$ cat config.mk
export PLATFORM = sky130hd
export DESIGN_NAME = axis_video_tx_flat
export DESIGN_NICKNAME = d
export VERILOG_FILES = /design/src/rtl/axis_video_if.sv /design/src/rtl/axis_video_tx.sv /design/src/flat_wrapper.sv
export SDC_FILE = /design/constraint.sdc
export NUM_CORES = 1
export LEC_CHECK = 0
export ABC_AREA = 0
export CAP_MARGIN = 15
export CORE_MARGIN = 2
export CORE_UTILIZATION = 32
export DETAILED_ROUTE_END_ITERATION = 6
export PLACE_DENSITY = 0.57
export SYNTH_ARGS = -nofsm -noshare
export SYNTH_HDL_FRONTEND = slang
export SYNTH_SLANG_ARGS = --single-unit
$ cat constraint.sdc
create_clock -name clk -period 2 [get_ports clk]
set_clock_uncertainty 0.2 [all_clocks]
set_input_delay 0.2 -clock clk [delete_from_list [all_inputs] [get_ports clk]]
set_output_delay 0.2 -clock clk [all_outputs]
set_load 0.05 [all_outputs]
$ cat src/rtl/axis_video_if.sv
// AXI4-Stream video bus: one RGB pixel per beat, tlast marks end of line, tuser marks start of frame.
interface axis_video_if #(
   parameter int AXI_WIDTH = 24
) ();
   logic [AXI_WIDTH-1:0] tdata;
   logic                 tvalid;
   logic                 tready;
   logic                 tlast;
   logic                 tuser;

   modport master (
      output tdata,
      output tvalid,
      output tlast,
      output tuser,
      input  tready
   );

   modport slave (
      input  tdata,
      input  tvalid,
      input  tlast,
      input  tuser,
      output tready
   );
endinterface

$ cat src/rtl/axis_video_tx.sv
// AXI4-Stream video master: frames an upstream pixel stream into IMG_LENGTH lines of IMG_WIDTH
// pixels through a single output register, with optional blanking cycles after each line.
module axis_video_tx #(
   parameter int IMG_WIDTH  = 416,
   parameter int IMG_LENGTH = 150,
   parameter int AXI_WIDTH  = 24,
   parameter int LINE_GAP   = 0
) (
   input  logic                         clk,
   input  logic                         rst,
   input  logic                         start,
   input  logic                         continuous,
   input  logic [AXI_WIDTH-1:0]         in_data,
   input  logic                         in_valid,
   output logic                         in_ready,
   axis_video_if.master                 m_axi_video,
   output logic                         busy,
   output logic                         frame_done,
   output logic [$clog2(IMG_LENGTH):0]  cur_row
);

   localparam int ColW = (IMG_WIDTH > 1) ? $clog2(IMG_WIDTH) : 1;
   localparam int RowW = $clog2(IMG_LENGTH) + 1;
   localparam int GapW = (LINE_GAP > 1) ? $clog2(LINE_GAP) : 1;

   localparam logic [ColW-1:0] ColLast = ColW'(IMG_WIDTH - 1);
   localparam logic [RowW-1:0] RowLast = RowW'(IMG_LENGTH - 1);
   localparam logic [GapW-1:0] GapLast = GapW'(LINE_GAP - 1);

   typedef enum logic [1:0] {StIdle, StActive, StGap, StDrain} state_e;

   state_e               state_q, state_d;
   logic [ColW-1:0]      col_q, col_d;
   logic [RowW-1:0]      row_q, row_d;
   logic [GapW-1:0]      gap_q, gap_d;
   logic [AXI_WIDTH-1:0] tdata_q;
   logic                 tvalid_q, tlast_q, tuser_q;
   logic                 load, beat_done;

   // The output slot may be refilled in the same cycle it drains, giving one pixel per cycle.
   assign in_ready   = (state_q == StActive) && (!tvalid_q || m_axi_video.tready);
   assign load       = in_ready && in_valid;
   assign beat_done  = tvalid_q && m_axi_video.tready;
   assign busy       = (state_q != StIdle);
   assign frame_done = (state_q == StDrain) && beat_done;
   assign cur_row    = row_q;

   assign m_axi_video.tdata  = tdata_q;
   assign m_axi_video.tvalid = tvalid_q;
   assign m_axi_video.tlast  = tlast_q;
   assign m_axi_video.tuser  = tuser_q;

   // Next-state and pixel position counters.
   always_comb begin
      state_d = state_q;
      col_d   = col_q;
      row_d   = row_q;
      gap_d   = gap_q;
      unique case (state_q)
         StIdle: begin
            col_d = '0;
            row_d = '0;
            if (start || continuous) state_d = StActive;
         end
         StActive: begin
            if (load) begin
               if (col_q == ColLast) begin
                  col_d = '0;
                  row_d = row_q + RowW'(1);
                  if (row_q == RowLast) begin
                     state_d = StDrain;
                  end else if (LINE_GAP > 0) begin
                     state_d = StGap;
                     gap_d   = '0;
                  end
               end else begin
                  col_d = col_q + ColW'(1);
               end
            end
         end
         StGap: begin
            if (gap_q == GapLast) state_d = StActive;
            else                  gap_d   = gap_q + GapW'(1);
         end
         StDrain: begin
            // Last pixel is already loaded; wait for it to leave before closing the frame.
            if (beat_done) begin
               col_d   = '0;
               row_d   = '0;
               state_d = continuous ? StActive : StIdle;
            end
         end
         default: state_d = StIdle;
      endcase
   end

   // State and counter registers.
   always_ff @(posedge clk or posedge rst) begin
      if (rst) begin
         state_q <= StIdle;
         col_q   <= '0;
         row_q   <= '0;
         gap_q   <= '0;
      end else begin
         state_q <= state_d;
         col_q   <= col_d;
         row_q   <= row_d;
         gap_q   <= gap_d;
      end
   end

   // Single-stage output register; holds its beat until the downstream accepts it.
   always_ff @(posedge clk or posedge rst) begin
      if (rst) begin
         tdata_q  <= '0;
         tvalid_q <= 1'b0;
         tlast_q  <= 1'b0;
         tuser_q  <= 1'b0;
      end else if (load) begin
         tdata_q  <= in_data;
         tvalid_q <= 1'b1;
         tlast_q  <= (col_q == ColLast);
         tuser_q  <= (col_q == '0) && (row_q == '0);
      end else if (beat_done) begin
         tvalid_q <= 1'b0;
         tlast_q  <= 1'b0;
         tuser_q  <= 1'b0;
      end
   end

endmodule

$ cat src/flat_wrapper.sv
// flat-port wrapper written by rule: the top's interface ports become plain ports
module axis_video_tx_flat 
#(
   parameter int IMG_WIDTH  = 416,
   parameter int IMG_LENGTH = 150,
   parameter int AXI_WIDTH  = 24,
   parameter int LINE_GAP   = 0
)
  (clk, rst, start, continuous, in_data, in_valid, in_ready, busy, frame_done, cur_row, m_axi_video_tdata, m_axi_video_tvalid, m_axi_video_tlast, m_axi_video_tuser, m_axi_video_tready);
  axis_video_if #(.AXI_WIDTH(AXI_WIDTH)) m_axi_video_i ();
  input  logic clk;
  input  logic rst;
  input  logic start;
  input  logic continuous;
  input  logic [AXI_WIDTH-1:0] in_data;
  input  logic in_valid;
  output logic in_ready;
  output logic busy;
  output logic frame_done;
  output logic [$clog2(IMG_LENGTH):0] cur_row;
  output wire logic [$bits(m_axi_video_i.tdata)-1:0] m_axi_video_tdata;
  output wire logic [$bits(m_axi_video_i.tvalid)-1:0] m_axi_video_tvalid;
  output wire logic [$bits(m_axi_video_i.tlast)-1:0] m_axi_video_tlast;
  output wire logic [$bits(m_axi_video_i.tuser)-1:0] m_axi_video_tuser;
  input wire logic [$bits(m_axi_video_i.tready)-1:0] m_axi_video_tready;
  assign m_axi_video_tdata = m_axi_video_i.tdata;
  assign m_axi_video_tvalid = m_axi_video_i.tvalid;
  assign m_axi_video_tlast = m_axi_video_i.tlast;
  assign m_axi_video_tuser = m_axi_video_i.tuser;
  assign m_axi_video_i.tready = m_axi_video_tready;
  axis_video_tx #(.IMG_WIDTH(IMG_WIDTH), .IMG_LENGTH(IMG_LENGTH), .AXI_WIDTH(AXI_WIDTH), .LINE_GAP(LINE_GAP)) u_core (.clk(clk), .rst(rst), .start(start), .continuous(continuous), .in_data(in_data), .in_valid(in_valid), .in_ready(in_ready), .m_axi_video(m_axi_video_i), .busy(busy), .frame_done(frame_done), .cur_row(cur_row));
endmodule
## Word-level counts from Yosys, hierarchy flattened

Cells that the tools add are included.

| word-level totals | value |
|---|---|
| memory bits (writable) | 0 |
| memories kept | 0 |
| bits of input ports | 30 |
| output and inout port bits | 39 |
| register bits | 48 |
| latch bits | 0 |
| word-level logic and storage cells | 59 |
| bits in read-only memories | 0 |

| operators by class | value |
|---|---|
| equality and inequality tests | 11 |
| div/mod/pow operators | 0 |
| bitwise operators | 0 |
| shift-type cells | 0 |
| multiply operators | 0 |
| order comparisons | 0 |
| add/sub/neg operators | 3 |
| multiplexer cells | 20 |
| reductions and logical operators | 17 |

Operators by type and width:

| operator | count |
|---|---|
| $pmux 9 s3 | 2 |
| $mux 9 | 5 |
| $add 9x1->9 const B | 2 |
| $logic_not 9->1 | 2 |
| $mux 2 | 6 |
| $eq 9x8->1 const B | 1 |
| $eq 9x9->1 const B | 1 |
| $ne 2x1->1 const B | 4 |
| $pmux 2 s4 | 1 |
| $mux 1 | 6 |
| $reduce_and 6->1 | 1 |
| $logic_and 1x1->1 | 5 |
| $eq 2x2->1 const B | 2 |
| $ne 2x2->1 const B | 2 |
| $reduce_and 4->1 | 1 |
| $reduce_bool 2->1 | 2 |
| $reduce_and 3->1 | 1 |
| $reduce_bool 3->1 | 1 |
| $eq 2x1->1 const B | 1 |
| $logic_not 2->1 | 1 |
| $logic_or 1x1->1 | 2 |
| $add 1x1->1 const B | 1 |
| $logic_not 1->1 | 1 |

## Depth between registers and ports, before layout

Gate-level depths: netlist of run 1.

| depth | value |
|---|---|
| depth in word-level cells | 6 |
| depth in mapped cells | 8 |
| depth with buffers taken out | 5 |

## Worst setup path before layout of run 1

Ideal clock, no wire load.

| timing | value |
|---|---|
| path kind | reg-to-reg |
| from | register u_core.tvalid_q, in the netlist u_core.m_axi_video.tvalid |
| to | register u_core.col_q[7] |
| path buffers | 0 |
| arrival | 1.857 ns |
| stages on the path, launching flop included | 5 |
| clock period less this slack | 2.134 ns |
| required time | 1.722 ns |
| setup time | 0.078 ns |
| path slack | -0.134 ns |
| cells stage by stage | dfrtp_1 > a21boi_2 > or4_4 > or4_1 > a21oi_1 |

| between the ends | value |
|---|---|
| longest elaborated chain between the ends | 6 |
| elaborated cells between the ends (all ways) | 8 |
| those cells by class | eq/ne (2); reduce/logical (6) |

RTL lines:

| what | RTL line | source |
|---|---|---|
| start, declared | axis_video_tx.sv:37 | `logic tvalid_q, tlast_q, tuser_q;` |
| start signal, assigned | axis_video_tx.sv:116 | `tvalid_q <= 1'b0;` |
| start signal, assigned | axis_video_tx.sv:121 | `tvalid_q <= 1'b1;` |
| start signal, assigned | axis_video_tx.sv:125 | `tvalid_q <= 1'b0;` |
| $logic_not 1->1 | axis_video_tx.sv:41 | `assign in_ready = (state_q == StActive) && (!tvalid_q \|\| m_axi_video.tready);` |
| $logic_or 1x1->1 | axis_video_tx.sv:41 |  |
| $logic_and 1x1->1 | axis_video_tx.sv:41 |  |
| $logic_and 1x1->1 | axis_video_tx.sv:42 | `assign load = in_ready && in_valid;` |
| $ne 2x1->1 (no source line) | n/a |  |
| $reduce_and 3->1 (no source line) (*) | n/a |  |
| end signal, assigned | axis_video_tx.sv:106 | `col_q <= col_d;` |
| end, declared | axis_video_tx.sv:33 | `logic [ColW-1:0] col_q, col_d;` |

Every way passes the cells marked *; elsewhere a longest branch is shown, timed or not.
A chain may end at the register's enable or synchronous reset.

## Worst setup path after layout of run 1

| timing | value |
|---|---|
| from | register u_core.row_q[1], in the netlist u_core.cur_row[1] |
| to | output port cur_row[1] |

RTL lines:

| what | RTL line | source |
|---|---|---|
| start, declared | axis_video_tx.sv:34 | `logic [RowW-1:0] row_q, row_d;` |
| start signal, assigned | axis_video_tx.sv:107 | `row_q <= row_d;` |
| end, declared | flat_wrapper.sv:20 | `output logic [$clog2(IMG_LENGTH):0] cur_row;` |

No word-level cell between the ends.

==> flow_summary.ini, run 1 <==
[status]
outcome = finished clean

[worst_setup_path]
path_class = reg2out
cp_max_fo = 4
startpoint_type = register
crit_path_cell_trace = clkdlybuf4s50_1
cp_top_family = buffers and inverters
r2r_cells = 6
rrSetupSlack_ps = 110
cp-end-kind = primary output
startpoint = u_core.cur_row[1]
arrival_ps = 1550
cp_num_buf_inv = 1
cp.required_ps = 1600
r2r-end = u_core.cur_row[7]
crit_path_max_incr_delay_ps = 830
r2r-start = u_core.col_q[0]
slowest_stage = clkdlybuf4s50_1

[sta]
period_share_pct = 97.4
tightest_slew_ps = 513
final_hold_viol_count = 0
rsz0062_at_grt = false
relSlewSlack_pct = 65.7
finalSetupViolCount = 0
period_needed_ps = 1950
max_freq_ghz = 0.513
maxSlewViolCount = 0
whs_ps = 50.3

[detailed_routing]
drt_wl_total_mm = 6.28
drc_errors = 0
firstDrtPassIters = 4
wl_per_cell_um = 13.8
vias = 2202
avgViaCountPerCell = 4.83
first_iter_violations = 78
drtAntennaViolNets = 0

[power_and_ir_drop]
p_total_w = 0.00281
peakVddDrop_mv = 0.287
power.leakage_nw = 1.66
power.density_nw_per_um2 = 813

[synth]
ys_types = 41
syn_avg_cell_area_um2 = 8.91
syn_inst = 265
synth_area_um2 = 2360
synth_nets = 300
synth-seq-cells = 48
yosysWarnings = 0
ys_seq_area_share_pct = 50.8

[global_route]
grt_overflow = 0
antenna_found_initial = 0
grt_max_degree = 25
grt_pass1_vias = 2164
grt_pass1_wl_mm = 10.9
grt.total_usage_pct = 16.7

[die]
core_um2 = 7210
fp-row-count = 31
die_h_um = 89.9
pin_count = 69
die_area_um2 = 8090
start_util_pct = 32.7
fp.dieW_um = 89.9

[layout]
fin_area_um2 = 3460
n_antenna_cell = 0
syn_to_final_growth_pct = 46.5
finalNonFillerCells = 456
nets = 391
drive_above_1_share_pct = 18.5

[placed_design]
dp.cells = 448
hpwl_mm = 4.66
dpl-instance-area_um2 = 3330
gp_congestion = 0.843
portBuffers = 68

[cts]
clockRootBuffer = clkbuf_8
numCtsBuffers = 5
clkSinkCount = 48
clkTransAtPathRegs_ps = 90
cts_tree = built
clock_path_buffers = 2
clock_latency_ps = 310
post-cts-setup-buffers = 0
cts_hold_buffers = 0
h-tree-depth = 2

[worst_hold_path]
hp-class = in2async

[run]
maxCapViolations = 0
logic make-up after synthesis:
| group | count (synthesis) | share of synthesized area (%) |
|---|---|---|
| AOI/OAI and AO/OA | 48 | 14.0 |
| DFF | 48 | 50.8 |
| buffers and inverters | 25 | 4.71 |
| adders and majority gates | 5 | 2.65 |
| muxes | 3 | 1.32 |
| and+or+nand+nor | 136 | 26.4 |
flip-flops by register name (all words and copies together) (netlist names):
| register | count |
|---|---|
| u_core.m_axi_video.tdata | 24 |
| u_core.cur_row | 9 |
| u_core.gap_q | 1 |
| u_core.state_q | 2 |
| u_core.m_axi_video.tuser | 1 |
| u_core.col_q | 9 |
| u_core.m_axi_video.tlast | 1 |
| u_core.m_axi_video.tvalid | 1 |
placed cells by master (no fill, tap or decap), drive strengths merged, types with 3 or more instances in the layout:
| cell type | count |
|---|---|
| ha | 5 |
| nor2 | 10 |
| dfrtp | 48 |
| o21ai | 10 |
| buf | 44 |
| or4 | 6 |
| nand3 | 14 |
| clkbuf | 5 |
| a21oi | 4 |
| nand2 | 84 |
| a31oi | 12 |
| nand2b | 3 |
| a21o | 5 |
| o31ai | 4 |
| clkdlybuf4s50 | 56 |
| and3 | 8 |
| inv | 9 |
final cells by class:
| type | count | area, um^2 |
|---|---|---|
| tap | 99 | 124 |
| multi-input combinational | 192 | 1060 |
| clock buffer | 5 | 68.8 |
| timing repair buffer | 101 | 928 |
| sequential | 48 | 1200 |
| fill | 729 | 3750 |
| inverter | 8 | 30.0 |
| clock inverter | 3 | 46.3 |
synthesized netlist by cell type:
master	count	area [um^2]
a2111oi_0	1	8.76
a211oi_2	1	12.5
a21boi_2	1	11.3
a21o_1	5	37.5
a21oi_1	4	20.0
a221o_1	1	10.0
a31oi_1	12	75.1
a41oi_1	1	8.76
and3_1	8	50.1
and4bb_2	1	12.5
buf_1	1	3.75
buf_2	10	50.1
buf_4	1	7.51
clkbuf_1	4	15.0
clkbuf_2	1	5.00
dfrtp_1	48	1200
ha_1	5	62.6
inv_1	8	30.0
mux2_2	1	11.3
mux2i_1	2	20.0
nand2_1	84	315
nand2b_1	3	18.8
nand3_1	13	65.1
nand3_2	1	10.0
nand4_1	2	12.5
nor2_1	10	37.5
nor2b_1	2	12.5
nor3_1	1	5.00
nor4_1	2	12.5
nor4b_1	2	17.5
o211ai_1	2	15.0
o21a_1	1	7.51
o21ai_0	10	50.1
o21ba_2	1	10.0
o311ai_1	1	8.76
o31a_1	1	8.76
o31ai_1	4	30.0
o41ai_1	2	17.5
or2_2	1	6.26
or4_1	5	37.5
or4_4	1	11.3
report_power, final:
| group | switching (W) | internal (W) |
|---|---|---|
| logic | 0.000559 | 0.000347 |
| clock network | 0.000344 | 0.000377 |
| registers | 0.0000922 | 0.00109 |
stage by stage:
stage | setup TNS [ps] | utilization (%) | setup WS, ps
detailed placement | -888 | 46.2 | -108
floorplan | 0 | - | 51.1
global placement | -514 | 46.2 | -62.7
finish | 0 | 48.0 | 51.9
global route | 0 | 48.0 | 11.7
CTS | 0 | 47.8 | 5.39
how the worst max path moves through the flow:
stage,end,slack [ps],cells past startpoint
floorplan,u_core.cur_row[6],50,5
global placement,u_core.cur_row[8],-60,5
detailed placement,u_core.cur_row[2],-110,5
CTS,u_core.cur_row[7],5,4
global route,cur_row[1],10,1
finish,cur_row[1],50,1
metal layers:
layer / up-vias / track usage, % / wire length, um
met4: 0 / 5.90 / 91
met1: 1050 / 23.0 / 3020
met3: 7 / 3.02 / 246
li1: 1095 / - / -
met5: - / 0 / 0
met2: 50 / 26.7 / 2920
timing repair:
item                                    4_1_cts  5_1_grt
gates resized for setup                       0        5
endpoints found under the setup margin        0       12
endpoints found under the hold margin         0        0
(Power assumes the default switching activity.)
==> run 2: changes to the inputs <==
--- a/config.mk
+++ b/config.mk
@@ -7,10 +7,11 @@
 export LEC_CHECK = 0
 export ABC_AREA = 0
 export CAP_MARGIN = 15
-export CORE_MARGIN = 2
+export CORE_MARGIN = 1.5
 export CORE_UTILIZATION = 32
 export DETAILED_ROUTE_END_ITERATION = 6
 export PLACE_DENSITY = 0.57
+export SKIP_LAST_GASP = 1
 export SYNTH_ARGS = -nofsm -noshare
 export SYNTH_HDL_FRONTEND = slang
 export SYNTH_SLANG_ARGS = --single-unit
==> run 2 against run 1 <==
Against the previous run:
- highest routed layer unchanged
- global-route usage is 0.60 points lower
- critical path depth stayed put
- final area is 1.9% lower
- die area is 2.2% lower
- non-clock buffer count is 5 lower
- sequential share of layout area is 0.68 points higher
- critical endpoint is now m_axi_video_tvalid
==> flow_summary.ini, run 2 (synthesis results as in run 1) <==
[status]
outcome = finished clean

[worst_setup_path]
cp_num_buf_inv = 1
cp.required_ps = 1600
cp_top_family = buffers and inverters
cp-end-kind = primary output
startpoint_type = register
arrival_ps = 1540
crit_path_max_incr_delay_ps = 820
path_class = reg2out
cp_max_fo = 6
slowest_stage = clkdlybuf4s50_1
crit_path_cell_trace = clkdlybuf4s50_1

[die]
fp.dieW_um = 88.9
die_h_um = 88.9
fp-row-count = 31
die_area_um2 = 7910
pin_count = 69
start_util_pct = 32.7
core_um2 = 7210

[placed_design]
dp.cells = 443
dpl_worst_slack_ps = -86.9
hpwl_mm = 4.59
gp_congestion = 0.819
portBuffers = 68

[cts]
clock_latency_ps = 300
clkTransAtPathRegs_ps = 90
cts_hold_buffers = 0
clockRootBuffer = clkbuf_8
clkSinkCount = 48
numCtsBuffers = 5
post-cts-setup-buffers = 0
cts_tree = built
h-tree-depth = 2
clock_path_buffers = 2

[layout]
largest_reg_flops = 24
n_antenna_cell = 0
syn_to_final_growth_pct = 43.7
final_common_cell = nand2_1
final_cell_mix = nand2_1 (84), clkdlybuf4s50_1 (56), dfrtp_1 (47), buf_4 (37), nand3_1 (13)
nets = 386
finalNonFillerCells = 450
final.fill_count = 721
drive_above_1_share_pct = 16.8

[sta]
period_needed_ps = 1940
max_freq_ghz = 0.515
tightest_slew_ps = 506
period_share_pct = 97.0
relSlewSlack_pct = 66.1
layout_setup_ws_ps = 59.1
finalSetupViolCount = 0
final_hold_viol_count = 0
whs_ps = 20.8
maxSlewViolCount = 0

[detailed_routing]
wl_per_cell_um = 13.8
firstDrtPassIters = 4
vias = 2209
drc_errors = 0
drtAntennaViolNets = 0
avgViaCountPerCell = 4.91
first_iter_violations = 131
drt_wl_total_mm = 6.21

[power_and_ir_drop]
p_total_w = 0.00265
p_int_w = 0.00168
netSwitchingFraction_pct = 36.7
power.leakage_nw = 1.61
power.density_nw_per_um2 = 781
pwr-share-seq_pct = 44.7
peakVddDrop_mv = 0.267
combPwrFrac_pct = 33.9
p_switching_w = 0.000973
clkPwrFrac_pct = 21.4

[global_route]
grt_overflow = 0
grt.total_usage_pct = 16.1
grt_pass1_wl_mm = 9.77
grt_pass1_vias = 2079
antenna_found_initial = 0
grt_max_degree = 31

[run]
maxCapViolations = 0

[worst_hold_path]
hp-class = in2async
run 2: cell count changes in the layout (fill, tap and decap cells not counted), sizes merged:
cell,change
buf,-4
bufinv,-1
clkinv,+1
dlymetal6s2s,-1
inv,-1
run 2: per-stage QoR:
stage	util (%)	instance area [um^2]	TNS, ps
floorplan	-	2360	0
global placement	45.8	3300	-483
detailed placement	45.8	3300	-732
CTS	46.9	3390	0
global route	47.1	3390	-3.88
finish	47.1	3390	0
run 2: power groups by stage:
stage | Clock [W] | Combinational, W | Sequential, W
2_1_floorplan | 0 | 0.000286 | 0.00147
3_3_place_gp | 0 | 0.000893 | 0.00120
3_5_place_dp | 0 | 0.000904 | 0.00120
4_1_cts | 0.000590 | 0.000907 | 0.00118
5_1_grt | 0.000625 | 0.000973 | 0.00120
6_report | 0.000567 | 0.000899 | 0.00118
run 2: routing by layer:
layer	part of all wire (%)	wire [um]	track usage [%]
met2	47	2910	25.9
met5	0	0	0
met3	5.6	349	2.49
met1	47	2900	21.8
met4	0.87	54	6.82
run 2: final cells by class:
class	instances	area, um^2	area share [%]
tap	99	124	3.65
clock buffer	5	68.8	2.03
clock inverter	2	12.5	0.369
inverter	8	30.0	0.885
sequential	48	1200	35.4
multi-input combinational	192	1060	31.2
timing repair buffer	96	898	26.5
run 2: path summary, 6_finish.rpt:
kind / from / end / slack (ps) / depth (start not counted)
max in group asynchronous: rst / u_core.m_axi_video.tvalid / 1190 / 3
worst max-delay path: u_core.m_axi_video.tvalid / m_axi_video_tvalid / 60 / 1
worst max register to register: u_core.col_q[0] / u_core.col_q[7] / 110 / 4
worst min register to register: u_core.gap_q / u_core.gap_q / 270 / 1
min in group clk: in_data[7] / u_core.m_axi_video.tdata[7] / 210 / 3
worst min-delay path: rst / u_core.m_axi_video.tdata[1] / 20 / 3
run 2: what timing repair did:
item                                   4_1_cts  5_1_grt
endpoints found under the hold margin        0        0
setup endpoints to repair                    0       10
resized for setup                            0        2
